==> src/rtl/lsu_pkg.sv <==
// Shared types and helpers for the load/store alignment unit.
package lsu_pkg;

  localparam logic [1:0] SZ_B = 2'd0;
  localparam logic [1:0] SZ_H = 2'd1;
  localparam logic [1:0] SZ_W = 2'd2;
  localparam logic [1:0] SZ_D = 2'd3;

  typedef enum logic [2:0] {
    ST_IDLE  = 3'd0,
    ST_REQ0  = 3'd1,
    ST_WAIT0 = 3'd2,
    ST_REQ1  = 3'd3,
    ST_WAIT1 = 3'd4,
    ST_RESP  = 3'd5
  } lsu_state_e;

  typedef struct packed {
    logic       we;
    logic [1:0] size;
    logic       uns;
  } lsu_ctl_t;

  // Byte-lane strobes for one beat; the access footprint spans two beats of lanes.
  function automatic logic [7:0] lsu_strb(input logic [2:0] off, input logic [1:0] size,
                                          input logic beat, input logic nb8);
    logic [15:0] m;
    m = ((16'd1 << (5'd1 << size)) - 16'd1) << off;
    if (nb8) return beat ? m[15:8] : m[7:0];
    else     return {4'b0000, (beat ? m[7:4] : m[3:0])};
  endfunction

endpackage

==> src/rtl/lsu_align_unit_if.sv <==
// Request, memory-beat and response signals of the load/store alignment unit.
interface lsu_align_unit_if #(parameter int unsigned XLEN = 64);
  localparam int unsigned NB = XLEN / 8;

  logic            req_valid;
  logic            req_ready;
  logic            req_we;
  logic [1:0]      req_size;
  logic            req_unsigned;
  logic [XLEN-1:0] req_addr;
  logic [XLEN-1:0] req_wdata;

  logic            mem_valid;
  logic            mem_ready;
  logic [XLEN-1:0] mem_addr;
  logic            mem_we;
  logic [NB-1:0]   mem_wstrb;
  logic [XLEN-1:0] mem_wdata;
  logic            mem_rvalid;
  logic [XLEN-1:0] mem_rdata;

  logic            resp_valid;
  logic [XLEN-1:0] resp_rdata;
  logic            resp_err;

  modport slave (
    input  req_valid, req_we, req_size, req_unsigned, req_addr, req_wdata,
    output req_ready,
    output mem_valid, mem_addr, mem_we, mem_wstrb, mem_wdata,
    input  mem_ready, mem_rvalid, mem_rdata,
    output resp_valid, resp_rdata, resp_err
  );

  modport master (
    output req_valid, req_we, req_size, req_unsigned, req_addr, req_wdata,
    input  req_ready,
    input  mem_valid, mem_addr, mem_we, mem_wstrb, mem_wdata,
    output mem_ready, mem_rvalid, mem_rdata,
    input  resp_valid, resp_rdata, resp_err
  );
endinterface

==> src/rtl/lsu_lane_align.sv <==
// Combinational lane steering: store rotate/strobes and load gather/extension.
module lsu_lane_align
  import lsu_pkg::*;
#(
  parameter  int unsigned XLEN = 64,
  localparam int unsigned NB   = XLEN / 8,
  localparam int unsigned OFFW = $clog2(NB),
  localparam int unsigned IW   = $clog2(XLEN)
) (
  input  logic [OFFW-1:0] off,
  input  logic [1:0]      size,
  input  logic            uns,
  input  logic [XLEN-1:0] wdata,
  input  logic [XLEN-1:0] rd_lo,
  input  logic [XLEN-1:0] rd_hi,
  output logic [XLEN-1:0] wdata_rot_c,
  output logic [NB-1:0]   strb0_c,
  output logic [NB-1:0]   strb1_c,
  output logic [XLEN-1:0] rdata_c
);

  logic [31:0]       shamt;
  logic [2*XLEN-1:0] cat;
  logic [XLEN-1:0]   val;
  logic [XLEN-1:0]   mask;
  logic [7:0]        nbits;
  logic [IW-1:0]     sidx;
  logic              sgn;

  assign strb0_c = NB'(lsu_strb(3'(off), size, 1'b0, NB == 8));
  assign strb1_c = NB'(lsu_strb(3'(off), size, 1'b1, NB == 8));

  always_comb begin
    shamt       = 32'(off) << 3;
    wdata_rot_c = (wdata << shamt) | (wdata >> (XLEN - shamt));
    // Beat 1 bytes sit above beat 0 bytes, so one right shift gathers both.
    cat         = {rd_hi, rd_lo} >> shamt;
    val         = cat[XLEN-1:0];
    nbits       = 8'd8 << size;
    if (nbits > 8'(XLEN)) nbits = 8'(XLEN);
    mask        = ~({XLEN{1'b1}} << nbits);
    sidx        = IW'(nbits - 8'd1);
    sgn         = ~uns & val[sidx];
    rdata_c     = (val & mask) | ({XLEN{sgn}} & ~mask);
  end

endmodule

==> src/rtl/lsu_align_unit.sv <==
// Multi-cycle load/store unit: request registers, beat FSM and read capture.
module lsu_align_unit
  import lsu_pkg::*;
#(
  parameter int unsigned XLEN        = 64,
  parameter int unsigned ALIGN_SPLIT = 1
) (
  input logic            clk,
  input logic            rst,
  lsu_align_unit_if.slave bus
);

  localparam int unsigned NB   = XLEN / 8;
  localparam int unsigned OFFW = $clog2(NB);

  lsu_state_e      state_q, state_d;
  lsu_ctl_t        ctl_q, ctl_d;
  logic [OFFW-1:0] off_q, off_d;
  logic            split_q, split_d;
  logic [XLEN-1:0] cap_q, cap_d;
  logic            req_ready_q, mem_valid_q;
  logic [XLEN-1:0] mem_addr_q, mem_addr_d;
  logic            mem_we_q, mem_we_d;
  logic [NB-1:0]   mem_wstrb_q, mem_wstrb_d;
  logic [XLEN-1:0] mem_wdata_q, mem_wdata_d;
  logic            resp_valid_q;
  logic [XLEN-1:0] resp_rdata_q, resp_rdata_d;
  logic            resp_err_q, resp_err_d;

  logic [OFFW-1:0] req_off_c, sel_off_c;
  logic [1:0]      sel_size_c;
  logic [4:0]      span_c;
  logic            split_c, mis_c, err_c;
  logic [XLEN-1:0] base_c, rd_lo_c, wrot_c, rfmt_c;
  logic [NB-1:0]   strb0_c, strb1_c;

  // Request decode on the live bus: alignment, split and error classification.
  assign req_off_c = bus.req_addr[OFFW-1:0];
  assign base_c    = {bus.req_addr[XLEN-1:OFFW], OFFW'(0)};
  assign span_c    = 5'(req_off_c) + (5'd1 << bus.req_size);
  assign split_c   = (ALIGN_SPLIT != 0) && (span_c > 5'(NB));
  assign mis_c     = ((bus.req_size == SZ_H) && bus.req_addr[0])
                   || ((bus.req_size == SZ_W) && (|bus.req_addr[1:0]))
                   || ((bus.req_size == SZ_D) && (|bus.req_addr[2:0]));
  assign err_c     = ((XLEN == 32) && (bus.req_size == SZ_D)) || ((ALIGN_SPLIT == 0) && mis_c);

  // Lane logic sees the live request while idle, the held request afterwards.
  assign sel_off_c  = (state_q == ST_IDLE) ? req_off_c : off_q;
  assign sel_size_c = (state_q == ST_IDLE) ? bus.req_size : ctl_q.size;
  assign rd_lo_c    = (state_q == ST_WAIT1) ? cap_q : bus.mem_rdata;

  lsu_lane_align #(.XLEN(XLEN)) u_lane (
    .off         (sel_off_c),
    .size        (sel_size_c),
    .uns         (ctl_q.uns),
    .wdata       (bus.req_wdata),
    .rd_lo       (rd_lo_c),
    .rd_hi       (bus.mem_rdata),
    .wdata_rot_c (wrot_c),
    .strb0_c     (strb0_c),
    .strb1_c     (strb1_c),
    .rdata_c     (rfmt_c)
  );

  always_comb begin
    state_d      = state_q;
    ctl_d        = ctl_q;
    off_d        = off_q;
    split_d      = split_q;
    cap_d        = cap_q;
    mem_addr_d   = mem_addr_q;
    mem_we_d     = mem_we_q;
    mem_wstrb_d  = mem_wstrb_q;
    mem_wdata_d  = mem_wdata_q;
    resp_rdata_d = '0;
    resp_err_d   = 1'b0;
    case (state_q)
      ST_IDLE: begin
        if (bus.req_valid) begin
          ctl_d   = '{we: bus.req_we, size: bus.req_size, uns: bus.req_unsigned};
          off_d   = req_off_c;
          split_d = split_c;
          if (err_c) begin
            state_d    = ST_RESP;
            resp_err_d = 1'b1;
          end else begin
            state_d     = ST_REQ0;
            mem_addr_d  = base_c;
            mem_we_d    = bus.req_we;
            mem_wstrb_d = bus.req_we ? strb0_c : '0;
            mem_wdata_d = bus.req_we ? wrot_c : '0;
          end
        end
      end
      ST_REQ0: begin
        if (bus.mem_ready) begin
          if (!ctl_q.we) begin
            state_d = ST_WAIT0;
          end else if (split_q) begin
            state_d     = ST_REQ1;
            mem_addr_d  = mem_addr_q + XLEN'(NB);
            mem_wstrb_d = strb1_c;
          end else begin
            state_d = ST_RESP;
          end
        end
      end
      ST_WAIT0: begin
        if (bus.mem_rvalid) begin
          if (split_q) begin
            state_d    = ST_REQ1;
            cap_d      = bus.mem_rdata;
            mem_addr_d = mem_addr_q + XLEN'(NB);
          end else begin
            state_d      = ST_RESP;
            resp_rdata_d = rfmt_c;
          end
        end
      end
      ST_REQ1: begin
        if (bus.mem_ready) state_d = ctl_q.we ? ST_RESP : ST_WAIT1;
      end
      ST_WAIT1: begin
        if (bus.mem_rvalid) begin
          state_d      = ST_RESP;
          resp_rdata_d = rfmt_c;
        end
      end
      ST_RESP: state_d = ST_IDLE;
      default: state_d = ST_IDLE;
    endcase
  end

  always_ff @(posedge clk or negedge rst) begin
    if (!rst) begin
      state_q      <= ST_IDLE;
      ctl_q        <= '0;
      off_q        <= '0;
      split_q      <= 1'b0;
      cap_q        <= '0;
      req_ready_q  <= 1'b1;
      mem_valid_q  <= 1'b0;
      mem_addr_q   <= '0;
      mem_we_q     <= 1'b0;
      mem_wstrb_q  <= '0;
      mem_wdata_q  <= '0;
      resp_valid_q <= 1'b0;
      resp_rdata_q <= '0;
      resp_err_q   <= 1'b0;
    end else begin
      state_q      <= state_d;
      ctl_q        <= ctl_d;
      off_q        <= off_d;
      split_q      <= split_d;
      cap_q        <= cap_d;
      req_ready_q  <= (state_d == ST_IDLE);
      mem_valid_q  <= (state_d == ST_REQ0) || (state_d == ST_REQ1);
      mem_addr_q   <= mem_addr_d;
      mem_we_q     <= mem_we_d;
      mem_wstrb_q  <= mem_wstrb_d;
      mem_wdata_q  <= mem_wdata_d;
      resp_valid_q <= (state_d == ST_RESP);
      resp_rdata_q <= resp_rdata_d;
      resp_err_q   <= resp_err_d;
    end
  end

  assign bus.req_ready  = req_ready_q;
  assign bus.mem_valid  = mem_valid_q;
  assign bus.mem_addr   = mem_addr_q;
  assign bus.mem_we     = mem_we_q;
  assign bus.mem_wstrb  = mem_wstrb_q;
  assign bus.mem_wdata  = mem_wdata_q;
  assign bus.resp_valid = resp_valid_q;
  assign bus.resp_rdata = resp_rdata_q;
  assign bus.resp_err   = resp_err_q;

endmodule

==> src/flat_wrapper.sv <==
// flat-port wrapper written by rule: the top's interface ports become plain ports
module lsu_align_unit_flat import lsu_pkg::*;
#(
  parameter int unsigned XLEN        = 64,
  parameter int unsigned ALIGN_SPLIT = 1
)
  (clk, rst, bus_req_valid, bus_req_we, bus_req_size, bus_req_unsigned, bus_req_addr, bus_req_wdata, bus_req_ready, bus_mem_valid, bus_mem_addr, bus_mem_we, bus_mem_wstrb, bus_mem_wdata, bus_mem_ready, bus_mem_rvalid, bus_mem_rdata, bus_resp_valid, bus_resp_rdata, bus_resp_err);
  lsu_align_unit_if #(.XLEN(XLEN)) bus_i ();
  input logic clk;
  input logic rst;
  input wire logic [$bits(bus_i.req_valid)-1:0] bus_req_valid;
  input wire logic [$bits(bus_i.req_we)-1:0] bus_req_we;
  input wire logic [$bits(bus_i.req_size)-1:0] bus_req_size;
  input wire logic [$bits(bus_i.req_unsigned)-1:0] bus_req_unsigned;
  input wire logic [$bits(bus_i.req_addr)-1:0] bus_req_addr;
  input wire logic [$bits(bus_i.req_wdata)-1:0] bus_req_wdata;
  output wire logic [$bits(bus_i.req_ready)-1:0] bus_req_ready;
  output wire logic [$bits(bus_i.mem_valid)-1:0] bus_mem_valid;
  output wire logic [$bits(bus_i.mem_addr)-1:0] bus_mem_addr;
  output wire logic [$bits(bus_i.mem_we)-1:0] bus_mem_we;
  output wire logic [$bits(bus_i.mem_wstrb)-1:0] bus_mem_wstrb;
  output wire logic [$bits(bus_i.mem_wdata)-1:0] bus_mem_wdata;
  input wire logic [$bits(bus_i.mem_ready)-1:0] bus_mem_ready;
  input wire logic [$bits(bus_i.mem_rvalid)-1:0] bus_mem_rvalid;
  input wire logic [$bits(bus_i.mem_rdata)-1:0] bus_mem_rdata;
  output wire logic [$bits(bus_i.resp_valid)-1:0] bus_resp_valid;
  output wire logic [$bits(bus_i.resp_rdata)-1:0] bus_resp_rdata;
  output wire logic [$bits(bus_i.resp_err)-1:0] bus_resp_err;
  assign bus_i.req_valid = bus_req_valid;
  assign bus_i.req_we = bus_req_we;
  assign bus_i.req_size = bus_req_size;
  assign bus_i.req_unsigned = bus_req_unsigned;
  assign bus_i.req_addr = bus_req_addr;
  assign bus_i.req_wdata = bus_req_wdata;
  assign bus_req_ready = bus_i.req_ready;
  assign bus_mem_valid = bus_i.mem_valid;
  assign bus_mem_addr = bus_i.mem_addr;
  assign bus_mem_we = bus_i.mem_we;
  assign bus_mem_wstrb = bus_i.mem_wstrb;
  assign bus_mem_wdata = bus_i.mem_wdata;
  assign bus_i.mem_ready = bus_mem_ready;
  assign bus_i.mem_rvalid = bus_mem_rvalid;
  assign bus_i.mem_rdata = bus_mem_rdata;
  assign bus_resp_valid = bus_i.resp_valid;
  assign bus_resp_rdata = bus_i.resp_rdata;
  assign bus_resp_err = bus_i.resp_err;
  lsu_align_unit #(.XLEN(XLEN), .ALIGN_SPLIT(ALIGN_SPLIT)) u_core (.clk(clk), .rst(rst), .bus(bus_i));
endmodule
==> config.mk <==
export PLATFORM = sky130hd
export DESIGN_NAME = lsu_align_unit_flat
export DESIGN_NICKNAME = d
export VERILOG_FILES = /design/src/rtl/lsu_pkg.sv /design/src/rtl/lsu_align_unit_if.sv /design/src/rtl/lsu_lane_align.sv /design/src/rtl/lsu_align_unit.sv /design/src/flat_wrapper.sv
export SDC_FILE = /design/constraint.sdc
export NUM_CORES = 1
export LEC_CHECK = 0
export CAP_MARGIN = 20
export CORE_ASPECT_RATIO = 1.1
export CORE_UTILIZATION = 53
export CTS_CLUSTER_DIAMETER = 40
export DETAILED_ROUTE_END_ITERATION = 10
export GPL_ROUTABILITY_DRIVEN = 1
export PLACE_DENSITY = 0.83
export SYNTH_ARGS = -nofsm -noshare
export SYNTH_HDL_FRONTEND = slang
export SYNTH_SLANG_ARGS = --single-unit
==> constraint.sdc <==
create_clock -name clk -period 5.2 [get_ports clk]
set_clock_uncertainty 0.1 [all_clocks]
set_input_delay 1.04 -clock clk [delete_from_list [all_inputs] [get_ports clk]]
set_output_delay 1.04 -clock clk [all_outputs]
set_load 0.02 [all_outputs]
==> results of run 1 <==
cell usage in the layout, fill, tap and decap left out, drive strengths merged, types with 15 or more instances in the layout:
cell and count:
mux4 49, mux2 75, a22oi 19, o22ai 48, a211oi 18, nor3 36, nand3 84, nor2 141
nor4 40, o2bb2ai 15, clkbuf 53, buf 63, dfrtp 274, nand2 317, o21ai 165, o211ai 24
and3 39, inv 31, a21oi 190, a31oi 38, a22o 36, mux2i 171, clkdlybuf4s50 400
worst register-to-register path, delay by kind of cell, from the launching register on:
kind	cells	cell delay, ns
compound gates	3	1.26
mux	2	1.00
flops	1	0.67
buf+inv	2	0.56
simple gates	1	0.14
power breakdown:
group,total (mW),switching (mW),leakage [nW],internal [mW]
clock network,3.09,1.16,0.748,1.93
logic,13.1,8.00,6.21,5.08
registers,3.77,0.788,3.52,2.99
registers in the layout, indices dropped and copies added (netlist names):
signal,count
u_core.bus.resp_rdata,64
u_core.cap_q,64
u_core.bus.resp_valid,1
u_core.state_q,3
u_core.off_q,3
u_core.split_q,1
u_core.bus.mem_wdata,64
u_core.ctl_q,4
u_core.bus.mem_addr,61
u_core.bus.req_ready,1
u_core.bus.mem_valid,1
u_core.bus.mem_wstrb,8
cells by family (layout without fill, tap and decap cells):
group | count (synthesis) | count (layout)
other | 1 | 8
and+or+nand+nor | 704 | 704
xor gates and xnor gates | 3 | 3
buffers and inverters | 218 | 568
adders and majority gates | 7 | 7
DFF | 275 | 275
muxes | 295 | 295
AOI/OAI and AO/OA | 666 | 666
synth_stat cells (38+ instances only):
cell / instances / share of area, %
and3_1: 39 / 1.3
nand2_1: 316 / 6.2
nand3_1: 84 / 2.2
o22ai_1: 48 / 1.6
mux2_2: 75 / 4.4
mux2i_1: 171 / 8.9
dfrtp_1: 274 / 36
a21oi_1: 189 / 4.9
a31oi_1: 38 / 1.2
nor2_1: 140 / 2.7
o21ai_0: 153 / 4.0
clkbuf_1: 123 / 2.4
mux4_2: 49 / 5.7
metal layers:
metal  GRT usage, %  vias up  wire [um]
li1               -     8754          -
met3           11.7      291       8470
met2           61.9     1399      33700
met4           23.4        6       4800
met5              0        -         40
met1           50.0     9600      27300
worst paths after layout:
kind | cells past startpoint | slack (ns) | endpoint
worst max-delay path | 10 | 1.22 | u_core.bus.resp_rdata[52]$_DFF_PN0_
worst min-delay path | 1 | 0.36 | u_core.bus.mem_wdata[26]$_DFFE_PN0P_
worst max register to register | 8 | 1.31 | u_core.bus.mem_wdata[38]$_DFFE_PN0P_
worst min register to register | 2 | 0.38 | u_core.bus.mem_wdata[58]$_DFFE_PN0P_
max in group asynchronous | 2 | 3.39 | u_core.bus.mem_addr[15]$_DFFE_PN0P_
min in group clk | 2 | 0.38 | u_core.bus.mem_wdata[58]$_DFFE_PN0P_
cell type report:
class / instances / share of cell area, %
inverters: 23 / 0.363
diodes: 4 / 0.0397
clock inverters: 28 / 1.44
well taps: 481 / 2.39
flip-flops and latches: 275 / 27.3
clock buffers: 52 / 4.65
multi-input cells: 1679 / 45.5
repair buffers: 465 / 18.3
per-stage QoR:
step / cell area, um^2 / setup WS [ns]
2_1_floorplan: 19300 / 1.08
3_3_place_gp: 23600 / 0.757
3_5_place_dp: 23600 / 0.626
4_1_cts: 25200 / 1.23
5_1_grt: 25200 / 1.09
6_report: 25200 / 1.22
==> out/metrics.sh, run 1 <==
RUN_STATUS='complete, no violations'
R2R_START='u_core.state_q[1]$_DFF_PN0_'
VDD.IR_DROP.WORST_mV=0.582
DRT_WL_TOTAL_MM=74.3
YS_SEQ_ELEMENTS=275
INSTANCES_NO_FILL=3007
SETUP-TNS-FINAL_NS=0
SETUP_VIOL=0
POST_DRT_VIA_CELL_RATIO=6.67
CHIPHEIGHT_UM=202
POST_SYNTH.CELL_AREA_AVG_UM2=8.87
SYNTH_FF_TYPE='dfrtp_1'
PLACE.DETAILED.HPWL_MM=51.9
WL_PER_CELL_UM=24.7
SYNTHARSTFLOPSHARE_PCT=100
SYNTH_TOP_FAMILY_BY_AREA='compound AO/OA/AOI/OAI gates'
MAX_FREQ_MHz=251
TIMING_WORST_SETUP_PATH_TYPE='in2reg'
PLACE_INST=2922
NETLIST_AREA_MM2=0.0192
POST_SYNTH_INST_COUNT=2169
DRT_ITER0_MARKERS=2308
PATH_DELAY_FAMILY='simple AND/OR/NAND/NOR gates'
ROUTE.VIAS.TOTAL=20100
HTREE_LEVELS=2
ANTENNA_VIOLATIONS_BEFORE_REPAIR=7
LEAKAGE_nW=10.5
CPMAXSTAGEDELAYCELL='clkdlybuf4s50_1'
FOOTPRINT_OF_THE_MULTI_INPUT_GATES_MM2=0.0115
SYNTH_MUX_AREA_SHARE_PCT=19.0
FINISH.NET_COUNT=2694
POST_SYNTH_AND_OR_NAND_NOR_AREA_FRACTION_PCT=17.4
TIMING.CRITICAL_PATH.FANOUT_MAX=88
FLOORPLAN.DIE_AREA_MM2=0.0371
FINAL_WORST_PATH_PERIOD_SHARE_PCT=76.6
WORSTSETUPSTARTPOINT='bus_req_addr[0]'
WORST_SLEW_MARGIN_REL_PCT=27.0
TIMING.HOLD.WS_NS=0.363
SYNTH_COMPOUND_AREA_SHARE_PCT=22.1
POSTLAYOUTCOREUTIL_PCT=71.0
COREAREA_MM2=0.0355
CP.REQUIRED_NS=5.57
CLOCK_TREE_FROM_TRITONCTS='done'
WORSTHOLDPATHTYPE='in2async'
BOUNDARYPINS=406
SYN2LAYOUT_AREA_GROWTH_PCT=30.9
DRV_SLEW=0
FLOORPLAN.INITIALDENSITY_PCT=54.2
SYNTH_XOR_AREA_SHARE_PCT=0.137
CLOCK_SINK_COUNT=275
POST_SYNTH_NUM_CELL_TYPES=80
CP_SLOWEST_STAGE_DELAY_NS=0.58
END_KIND='flop'
CTS_SETUP_BUFFERS=0
GRT_USAGE_PCT=40.1
DRIVE_ABOVE_1_SHARE_PCT=12.8
GRT_MAX_DEGREE=106
TIMING.CRITICAL_PATH.CELLS='clkdlybuf4s50_1 > or4b_4 > nand2_8 > buf_12 > mux2i_1 > mux2i_1 > and3_1 > o31a_2 > buf_12 > nor4_2'
YOSYS_WARNINGS=0
N_FILL_CELL=2749
RSZ0062_AT_GRT='false'
TOTALPOWERFINAL_mW=20.0
SYNTH-ADDER-AREA-SHARE_PCT=0.481
FLOORPLAN.ROWS=72
TIMING.CRITICAL_PATH.BUF_INV=3
CTS_MADE_BUFFERS=43
SYNTH.YOSYS.SEQ_AREA_SHARE_PCT=35.8
CLK_TRANSITION_REPORTED_PATHS_NS=0.06
CHIPWIDTH_UM=184
CLOCK_TREE_BUF_DEPTH=3
FINALHOLDVIOLATIONS=0
CLOCK_INSERTION_DELAY_WORST_SKEW_NS=0.58
GRT.OVERFLOW.TOTAL=0
P_PER_AREA_mW_PER_MM2=792
DETAIL_ROUTE.FIRST_PASS.ITERATIONS=6
START_KIND='input pin'
CTS_ROOT_BUF='clkbuf_16'
NUMBER_OF_GLOBAL_ROUTE_VIAS_BEFORE_REPAIR=19400
CAP_VIOL_MAX_COUNT=0
CP_DATA_ARRIVAL_TIME_NS=4.35
WORST_MARGIN_PIN_SLEW_NS=1.09
SYNTH-EDFF-COUNT=0
DRC_VIOLATIONS_LEFT=0
GRT_PASS1_WL_MM=115
FINAL_PERIOD_MINUS_WORST_SETUP_SLACK_NS=3.98
ROUTABILITYCONGESTION=0.990
ANT_NETS=0
CTS_HOLD_BUF=0
POSTCTSRESIZEDCELLS=0
REGISTER_AREA_MM2=0.00688
IO_BUFFER_COUNT=401
Power figures use the tool's default switching activity.
==> run 2: changes to the inputs <==
- clock period: 5.2 -> 4 ns (I/O delays scaled with it)
==> out/metrics.sh, run 2 (same netlist as run 1, synthesis figures left out) <==
RUN_STATUS='complete, no violations'
FINAL_WORST_PATH_PERIOD_SHARE_PCT=97.0
VDD.IR_DROP.WORST_mV=0.904  # +55%
POST_DRT_VIA_CELL_RATIO=6.68  # +0.18%
CP.REQUIRED_NS=4.40  # -1.17 ns
FLOORPLAN.ROWS=72  # unchanged
CTS_MADE_BUFFERS=44  # +2.3%
PRE_CTS_SLACK_NS=-0.270  # -0.896 ns
BOUNDARYPINS=406  # unchanged
FLOORPLAN.DIE_AREA_MM2=0.0371  # unchanged
WORSTHOLDPATHTYPE='in2async'
ANT_NETS=0  # unchanged
TIMING.CRITICAL_PATH.FANOUT_MAX=28  # -68%
POSTCTSRESIZEDCELLS=0  # unchanged
HTREE_LEVELS=2  # unchanged
ROUTABILITYCONGESTION=0.980  # -1.0%
CTS_ROOT_BUF='clkbuf_16'
MOST-COMMON-LAYOUT-CELLS='clkdlybuf4s50_1 (400), nand2_1 (315), dfrtp_1 (274), a21oi_1 (189), mux2i_1 (171)'
GRT.OVERFLOW.TOTAL=0  # unchanged
RSZ0062_AT_GRT='false'
GRT_MAX_DEGREE=96  # -9.4%
GRT_USAGE_PCT=40.3  # +0.13 points
TIMING.CRITICAL_PATH.MODE_CELL='buf_4'
SETUP_VIOL=0  # unchanged
P_PER_AREA_mW_PER_MM2=1030  # +30%
DRC_VIOLATIONS_LEFT=0  # unchanged
GRT_PASS1_WL_MM=116  # +0.86%
CP_SLOWEST_STAGE_DELAY_NS=0.77  # +0.19 ns
WORST_SLEW_MARGIN_REL_PCT=38.3  # +11 points
NUMBER_OF_GLOBAL_ROUTE_VIAS_BEFORE_REPAIR=19700  # +1.9%
DRT_ITER0_MARKERS=2753  # +19%
MAX_FREQ_MHz=258
FINAL.SETUP.WORST_SLACK_NS=0.121  # -1.10 ns
END_KIND='flop'
TIMING_WORST_SETUP_PATH_TYPE='in2reg'
LEAKAGE_nW=10.7  # +2.4%
TIMING.CRITICAL_PATH.CELLS='clkdlybuf4s50_1 > or4b_1 > nand2_4 > inv_2 > buf_4 > buf_4 > nand3_1 > buf_4 > nand2_1 > o21ai_0 > a22o_1'
CHIPWIDTH_UM=184  # unchanged
DETAIL_ROUTE.FIRST_PASS.ITERATIONS=7  # +1
ANTENNA_VIOLATIONS_BEFORE_REPAIR=10  # +3
CLOCK_TREE_FROM_TRITONCTS='done'
START_KIND='input pin'
CP_DATA_ARRIVAL_TIME_NS=4.28  # -0.07 ns
DRIVE_ABOVE_1_SHARE_PCT=14.4  # +1.6 points
FLOORPLAN.INITIALDENSITY_PCT=54.2  # unchanged
CHIPHEIGHT_UM=202  # unchanged
FINAL_PERIOD_MINUS_WORST_SETUP_SLACK_NS=3.88
CLOCK_INSERTION_DELAY_WORST_SKEW_NS=0.55  # -0.03 ns
FINISH.NET_COUNT=2741  # +1.7%
CAP_VIOL_MAX_COUNT=0  # unchanged
IO_BUFFER_COUNT=401  # unchanged
PLACE.DETAILED.HPWL_MM=53.4  # +2.9%
TOTALPOWERFINAL_mW=26.3  # +32%
SYN2LAYOUT_AREA_GROWTH_PCT=33.1
FINALHOLDVIOLATIONS=0  # unchanged
DRT_WL_TOTAL_MM=75.4  # +1.4%
WORST_MARGIN_PIN_SLEW_NS=0.926  # -0.167 ns
CLOCK_SINK_COUNT=275  # unchanged
CTS_SETUP_BUFFERS=0  # unchanged
MOST_COMMON_CELL_AFTER_LAYOUT_FILL_AND_TAPS_ASIDE='clkdlybuf4s50_1'
DRV_SLEW=0  # unchanged
CPMAXSTAGEDELAYCELL='o21ai_0'
CLK_TRANSITION_REPORTED_PATHS_NS=0.06  # about the same
CTS_HOLD_BUF=0  # unchanged
CLOCK_TREE_BUF_DEPTH=3  # unchanged
ROUTE.VIAS.TOTAL=20400  # +1.8%
COREAREA_MM2=0.0355  # unchanged
WL_PER_CELL_UM=24.7  # -0.19%
[run 2: changes by cell type in the layout (fill, tap and decap cells not counted), sizes merged, moves of 2 or more]
cell | before | now
buf | 63 | 111
bufinv | 6 | 3
diode | 4 | 6
inv | 31 | 34
[run 2: cell type report]
class | instances | area, um^2
antenna | 6 | 15.0
clock buffer | 54 | 1230
clock inverter | 26 | 303
fill | 2693 | 9880
inverter | 23 | 91.3
multi-input combinational | 1679 | 11500
sequential | 275 | 6880
tap | 481 | 602
timing repair buffer | 511 | 5020
[run 2: per-layer routing]
layer / vias to the layer above / GRT usage (%) / share of wire [%]
li1: 8843 / - / -
met1: 9742 / 49.9 / 37
met2: 1486 / 63.4 / 46
met3: 324 / 10.6 / 11
met4: 12 / 23.4 / 6.3
met5: - / 0 / 0.15
[run 2: path summary, 6_finish.rpt]
path                                                      start                                    to  slack [ns]  depth (start not counted)
max in group asynchronous                                   rst        u_core.bus.req_ready$_DFF_PN1_        2.76                          2
min in group clk           u_core.bus.mem_wdata[29]$_DFFE_PN0P_  u_core.bus.mem_wdata[29]$_DFFE_PN0P_        0.38                          2
hold reg to reg            u_core.bus.mem_wdata[29]$_DFFE_PN0P_  u_core.bus.mem_wdata[29]$_DFFE_PN0P_        0.38                          2
setup / recovery                                bus_req_addr[1]  u_core.bus.mem_wdata[43]$_DFFE_PN0P_        0.12                         11
setup reg to reg                    u_core.state_q[1]$_DFF_PN0_  u_core.bus.mem_wdata[43]$_DFFE_PN0P_        0.15                         10
hold / removal                                              rst  u_core.bus.mem_wdata[45]$_DFFE_PN0P_        0.16                          1
[run 2: report_power, final]
part           internal, mW  leakage, nW  switching [mW]
clock                  2.44        0.752            1.51
combinational          6.91         6.46            10.4
sequential             3.88         3.52            1.11
[run 2: metrics by stage]
| stage | hold slack [ns] | instances | utilization (%) | setup TNS [ns] | cell area [um^2] |
|---|---|---|---|---|---|
| 6_report | 0.164 | 3055 | 72.2 | 0 | 25600 |
| 5_1_grt | 0.213 | 3053 | 72.2 | 0 | 25600 |
| 4_1_cts | 0.202 | 3049 | 72.1 | 0 | 25600 |
| 3_5_place_dp | 0.369 | 2969 | 67.8 | -0.310 | 24100 |
| 3_3_place_gp | 0.361 | 2969 | 67.8 | -0.327 | 24100 |
| 2_1_floorplan | 0.372 | 2172 | - | 0 | 19300 |
[run 2: worst max-delay path, delay by kind of cell]
kind | cells | cell delay, ns
AOI/OAI and AO/OA | 2 | 1.00
buffers and inverters | 5 | 1.30
and+or+nand+nor | 4 | 1.15
